$ cat config.mk
export PLATFORM = sky130hd
export DESIGN_NAME = serial_word_collector
export DESIGN_NICKNAME = d
export VERILOG_FILES = /design/src/rtl/serial_word_collector.sv
export SDC_FILE = /design/constraint.sdc
export NUM_CORES = 1
export LEC_CHECK = 0
export CAP_MARGIN = 15
export CORE_MARGIN = 5
export CORE_UTILIZATION = 38
export DETAILED_ROUTE_END_ITERATION = 10
export PLACE_DENSITY = 0.7
export SYNTH_ARGS = -nofsm -noshare
export SYNTH_HDL_FRONTEND = slang
export SYNTH_SLANG_ARGS = --single-unit
export TNS_END_PERCENT = 50
$ cat constraint.sdc
create_clock -name clk -period 1.62 [get_ports clk]
set_input_delay 0.324 -clock clk [delete_from_list [all_inputs] [get_ports clk]]
set_output_delay 0.324 -clock clk [all_outputs]
set_load 0.005 [all_outputs]
$ cat src/rtl/serial_word_collector.sv
// Collects an LSB-first serial bit stream into WIDTH-bit words and presents
// each word through a one-deep valid/ready holding buffer with framing pulse.
module serial_word_collector #(
    parameter int WIDTH = 8
) (
    input  logic             clk,
    input  logic             rst,
    input  logic             bit_in,
    input  logic             bit_valid,
    output logic [WIDTH-1:0] word_out,
    output logic             word_valid,
    input  logic             word_ready,
    output logic             frame_done,
    output logic             overrun
);

    localparam int CW = (WIDTH > 2) ? $clog2(WIDTH) : 1;
    localparam logic [CW-1:0] LAST = CW'(WIDTH - 1);

    typedef enum logic {
        EMPTY = 1'b0,
        FULL  = 1'b1
    } buf_state_t;

    buf_state_t       state;
    buf_state_t       state_next;
    logic [WIDTH-1:0] shreg;
    logic [CW-1:0]    cnt;
    logic [WIDTH-1:0] new_word;
    logic             complete;
    logic             load;
    logic             drop;

    assign new_word = {bit_in, shreg[WIDTH-1:1]};
    assign complete = bit_valid && (cnt == LAST);

    // NOTE: every output of an always_comb gets a default first so that no
    // path through the case leaves it unassigned and infers a latch.
    always_comb begin
        state_next = state;
        load       = 1'b0;
        drop       = 1'b0;
        unique case (state)
            EMPTY: begin
                if (complete) begin
                    load       = 1'b1;
                    state_next = FULL;
                end
            end
            FULL: begin
                if (complete) begin
                    // A same-edge handshake frees the slot for the new word.
                    if (word_ready) load = 1'b1;
                    else            drop = 1'b1;
                end else if (word_ready) begin
                    state_next = EMPTY;
                end
            end
            default: state_next = EMPTY;
        endcase
    end

    // NOTE: sequential state uses non-blocking assignments so every register
    // samples pre-edge values regardless of statement order.
    always_ff @(posedge clk) begin
        if (rst) begin
            state      <= EMPTY;
            shreg      <= '0;
            cnt        <= '0;
            word_out   <= '0;
            frame_done <= 1'b0;
            overrun    <= 1'b0;
        end else begin
            state      <= state_next;
            frame_done <= complete;
            if (bit_valid) begin
                shreg <= new_word;
                cnt   <= complete ? '0 : cnt + CW'(1);
            end
            if (load) word_out <= new_word;
            if (drop) overrun  <= 1'b1;
        end
    end

    assign word_valid = (state == FULL);

endmodule

# Word-level counts from Yosys, hierarchy flattened
# Index checks and enable logic that the tools add are counted.
[classes]
add_sub_neg = 1
n_mul = 0
div_mod_pow = 0
order_cmp = 0
n_eq_ne = 1
shifts = 0
muxes = 10
n_bitwise = 1
reduce_logical = 1
[ops]
columns = ["op", "n"]
rows = [
  ["$mux 1", 7],
  ["$pmux 1 s2", 2],
  ["$add 3x1->3 const B", 1],
  ["$eq 3x3->1 const B", 1],
  ["$mux 3", 1],
  ["$logic_and 1x1->1", 1],
  ["$not 1->1", 1],
]
[word_totals]
regBits = 22
latch_bits = 0
ramBits = 0
rom_bits = 0
inputBits = 5
out_inout_bits = 11
wordCells = 20
mem_count = 0

# Logic depth before layout (Yosys ltp)
[logic_depth]
word_depth = 4
ltp_mapped = 5
depth_no_buf = 5

# Worst setup path after synthesis
# OpenSTA, ideal clock, no wires.
[synth_timing]
kind = "reg2reg"
start = "register cnt[0]"
end = "register word_out[0]"
setup_time_ns = 0.072
arrival_ns = 1.149
required_ns = 1.548
path_slack_ns = 0.399
stages_incl_launch_ff = 6
n_path_buf = 0
synth_period_minus_slack_ns = 1.221
path_cell_list = "dfxtp_1 > ha_1 > ha_1 > nand2_2 > nor2_8 > mux2i_1"
[synth_between]
elab_chain_cells = 4
word_cells_on_any_way = 5
cone_classes = "1 x eq/ne; 3 x mux; 1 x reduce/logical"
[synth_rtl]
columns = ["item", "line", "source"]
rows = [
  ["start: declaration", "28", "logic [CW-1:0] cnt;"],
  ["start signal: assignment", "78", "cnt <= complete ? '0 : cnt + CW'(1);"],
  ["$eq 3x3->1 (*)", "35", "assign complete = bit_valid && (cnt == LAST);"],
  ["$logic_and 1x1->1 (*)", "35", ""],
  ["$mux 1 (on tied branches)", "51, 45", ""],
  ["$pmux 1 s2 (*)", "43", "unique case (state)"],
  ["end signal: assignment", "80", "if (load) word_out <= new_word;"],
  ["end: declaration", "10", "output logic [WIDTH-1:0] word_out,"],
]
# Mark *: on every way between the ends. The rest lies on a longest branch, timed or not.
# A chain may end at the register's enable or synchronous reset.

# Worst setup path after layout
[layout_timing]
start = "register word_out[4]"
end = "output port word_out[4]"
# No word-level cell between the ends.

==> results.ini <==
[yosys]
yosys.area_share.adder_pct = 2.93
syn-num-nets = 90
synth_top_family_by_area = simple AND/OR/NAND/NOR gates
syn_avg_cell_area_sq_um = 10.3
synthFlopType = dfxtp_1
yosys_warnings = 0
syn_area_sq_um = 853
ys_seq_elements = 21
synth-edff-count = 0
muxShareOfSynthArea_pct = 17.6
synth_xor_area_share_pct = 0
synth_compound_area_share_pct = 3.08
syn_inst = 83
synth_cell_types = 17
yosys.area_share.simple_pct = 24.2
yosysSeqAreaShare_pct = 49.3
async_flop_share_pct = 0

[die]
die-area_sq_mm = 0.00329
num_rows = 17
dieWidth_um = 57.4
start_util_pct = 39.3
coreArea_sq_mm = 0.00217
io_pins = 16
die_h_um = 57.4

[place]
dpl_cell_area_sq_mm = 0.00104
post-place-cells = 124
io_buffers = 15
dp_hpwl_um = 994
place_congestion = 0.671

[routing]
drt-total-wl_um = 1370
vias_per_cell = 4.63
drtIter0Drc = 3
vias = 592
wl_per_cell_um = 10.7
drc = 0
first_pass_iters = 2
ant_nets = 0

[timing]
slew_violations = 0
fmax_ghz = 0.667
period_share_pct = 92.5
relSlewSlack_pct = 84.4
setup_viol = 0
finalClockSkew_ps = 2.57
setup_tns_ps = 0
min_period_ps = 1500
rsz0062_at_grt = false
tightest_slew_ps = 233
finalHoldViolations = 0

[setup_path]
rr_endpoint = word_out[7]
critical_path_arrival_ps = 1170
crit_chain = clkdlybuf4s50_1
cp_slowest_cell = clkdlybuf4s50_1
worstReg2RegStart = cnt[0]
crit_path_end_kind = output port
critPathRequiredTime_ps = 1300
criticalPathCategory = reg -> out
startpoint_type = register
crit_fanout = 2
ff2ff_setup_slack_ps = 210
critical_path_buf_inv_count = 1
cpPeakStageDelay_ps = 510
r2r.worst_path.cells = 5
cp_top_family = buffers and inverters

[min_path]
worstHoldPathCells = 2
holdPathEnd = word_out[3]
worstHoldStart = word_out[3]
hp-class = reg -> reg

[clocking]
post-cts-setup-buffers = 0
clk_latency_ps = 300
cts_hold_buffers = 0
clk_pin_slew_ps = 110
cts_tree = yes
root_buffer = clkbuf_4
cts.sinks = 21
cts_resized = 0
htree_num_levels = 1
cts_buffers = 3
clock_path_buffers = 2

[power]
powerDensity_mw_per_mm2 = 777
ir_drop_mv = 0.339
p_leak_uw = 0.000398

[cells_and_area]
stdcell_area_sq_mm = 0.00107
syn_to_final_growth_pct = 25.7
regArea_sq_um = 420
multiInputGateArea_sq_um = 408
drive_above_1_share_pct = 9.00
stdcell_count = 128
layout.nets = 108
antenna_cells = 0
fillers = 223

[grt]
grt_max_degree = 30
antenna_found_initial = 0
grt_overflow = 0
grtUsageTotal_pct = 9.39
grt_pass1_wl_um = 2480
grt_pass1_vias = 600

[status]
status = finished, final reports clean

[flow_run]
cap_violations = 0

[layout by cell type (no fill, tap or decap), types with 2 or more instances in the layout]
cell	instances
nand2_1	2
mux2i_1	15
clkbuf_4	3
nor2_1	11
dfxtp_1	21
clkdlybuf4s50_1	15
a21oi_1	4
nand2b_1	16
nand3b_1	2
ha_1	2
[cell usage after synthesis (2+ instances only)]
| library cell | instances | area (sq um) |
|---|---|---|
| dfxtp_1 | 21 | 420 |
| nand2b_1 | 16 | 100 |
| mux2i_1 | 15 | 150 |
| nor2_1 | 11 | 41.3 |
| a21oi_1 | 4 | 20.0 |
| buf_2 | 2 | 10.0 |
| ha_1 | 2 | 25.0 |
| nand2_1 | 2 | 7.51 |
| nand3b_1 | 2 | 15.0 |
[sequential cells by signal (all words and copies together), names as in the netlist]
| signal | flops |
|---|---|
| word_valid | 1 |
| cnt | 3 |
| shreg | 7 |
| overrun | 1 |
| word_out | 8 |
| frame_done | 1 |
[cell families (layout without fill, tap and decap cells)]
group,Yosys count,after routing
and+or+nand+nor,35,35
DFF,21,21
muxes,15,15
AOI/OAI and AO/OA,5,5
buffers and inverters,5,22
adders and majority gates,2,2
[worst max path at each step]
| stage | slack, ps | startpoint | endpoint | depth (start not counted) |
|---|---|---|---|---|
| CTS | 100 | word_out[5] | word_out[5] | 1 |
| floorplan | 400 | cnt[0] | word_out[0] | 5 |
| detailed placement | 70 | bit_valid | word_out[2] | 4 |
| finish | 120 | word_out[4] | word_out[4] | 1 |
| global route | 50 | word_out[4] | word_out[4] | 1 |
| global placement | 60 | bit_valid | word_out[7] | 4 |
[stage by stage]
step	hold slack (ps)	total power (uW)	worst slack [ps]	util, %
floorplan	443	574	399	-
CTS	481	849	98.7	49.4
finish	479	833	121	49.4
global placement	453	595	64.1	48.2
detailed placement	461	597	68.0	48.2
global route	499	882	47.3	49.4
[tightest hold or removal path, stage by stage, from the launching register on]
cell and delay, ps:
dfxtp_1 330, nand2b_1 60, mux2i_1 60
[final cells by class]
class / count / area share [%]
Tap cell: 28 / 3.27
Inverter: 1 / 0.350
Timing Repair Buffer: 17 / 16.6
Multi-Input combinational cell: 57 / 38.0
Sequential cell: 21 / 39.2
Clock buffer: 3 / 2.10
Clock inverter: 1 / 0.467
[power by group]
group / switching, uW / total, uW / internal, uW
combinational: 24.3 / 56.3 / 31.9
clock: 157 / 249 / 92.0
sequential: 4.96 / 528 / 523
[routing by layer]
layer	GRT usage (%)	part of all wire (%)	vias up
li1	-	-	307
met1	11.8	51	274
met2	14.5	45	11
met3	3.17	4.5	0
met4	3.97	0	0
met5	0	0	-
Power figures use the tool's default switching activity.
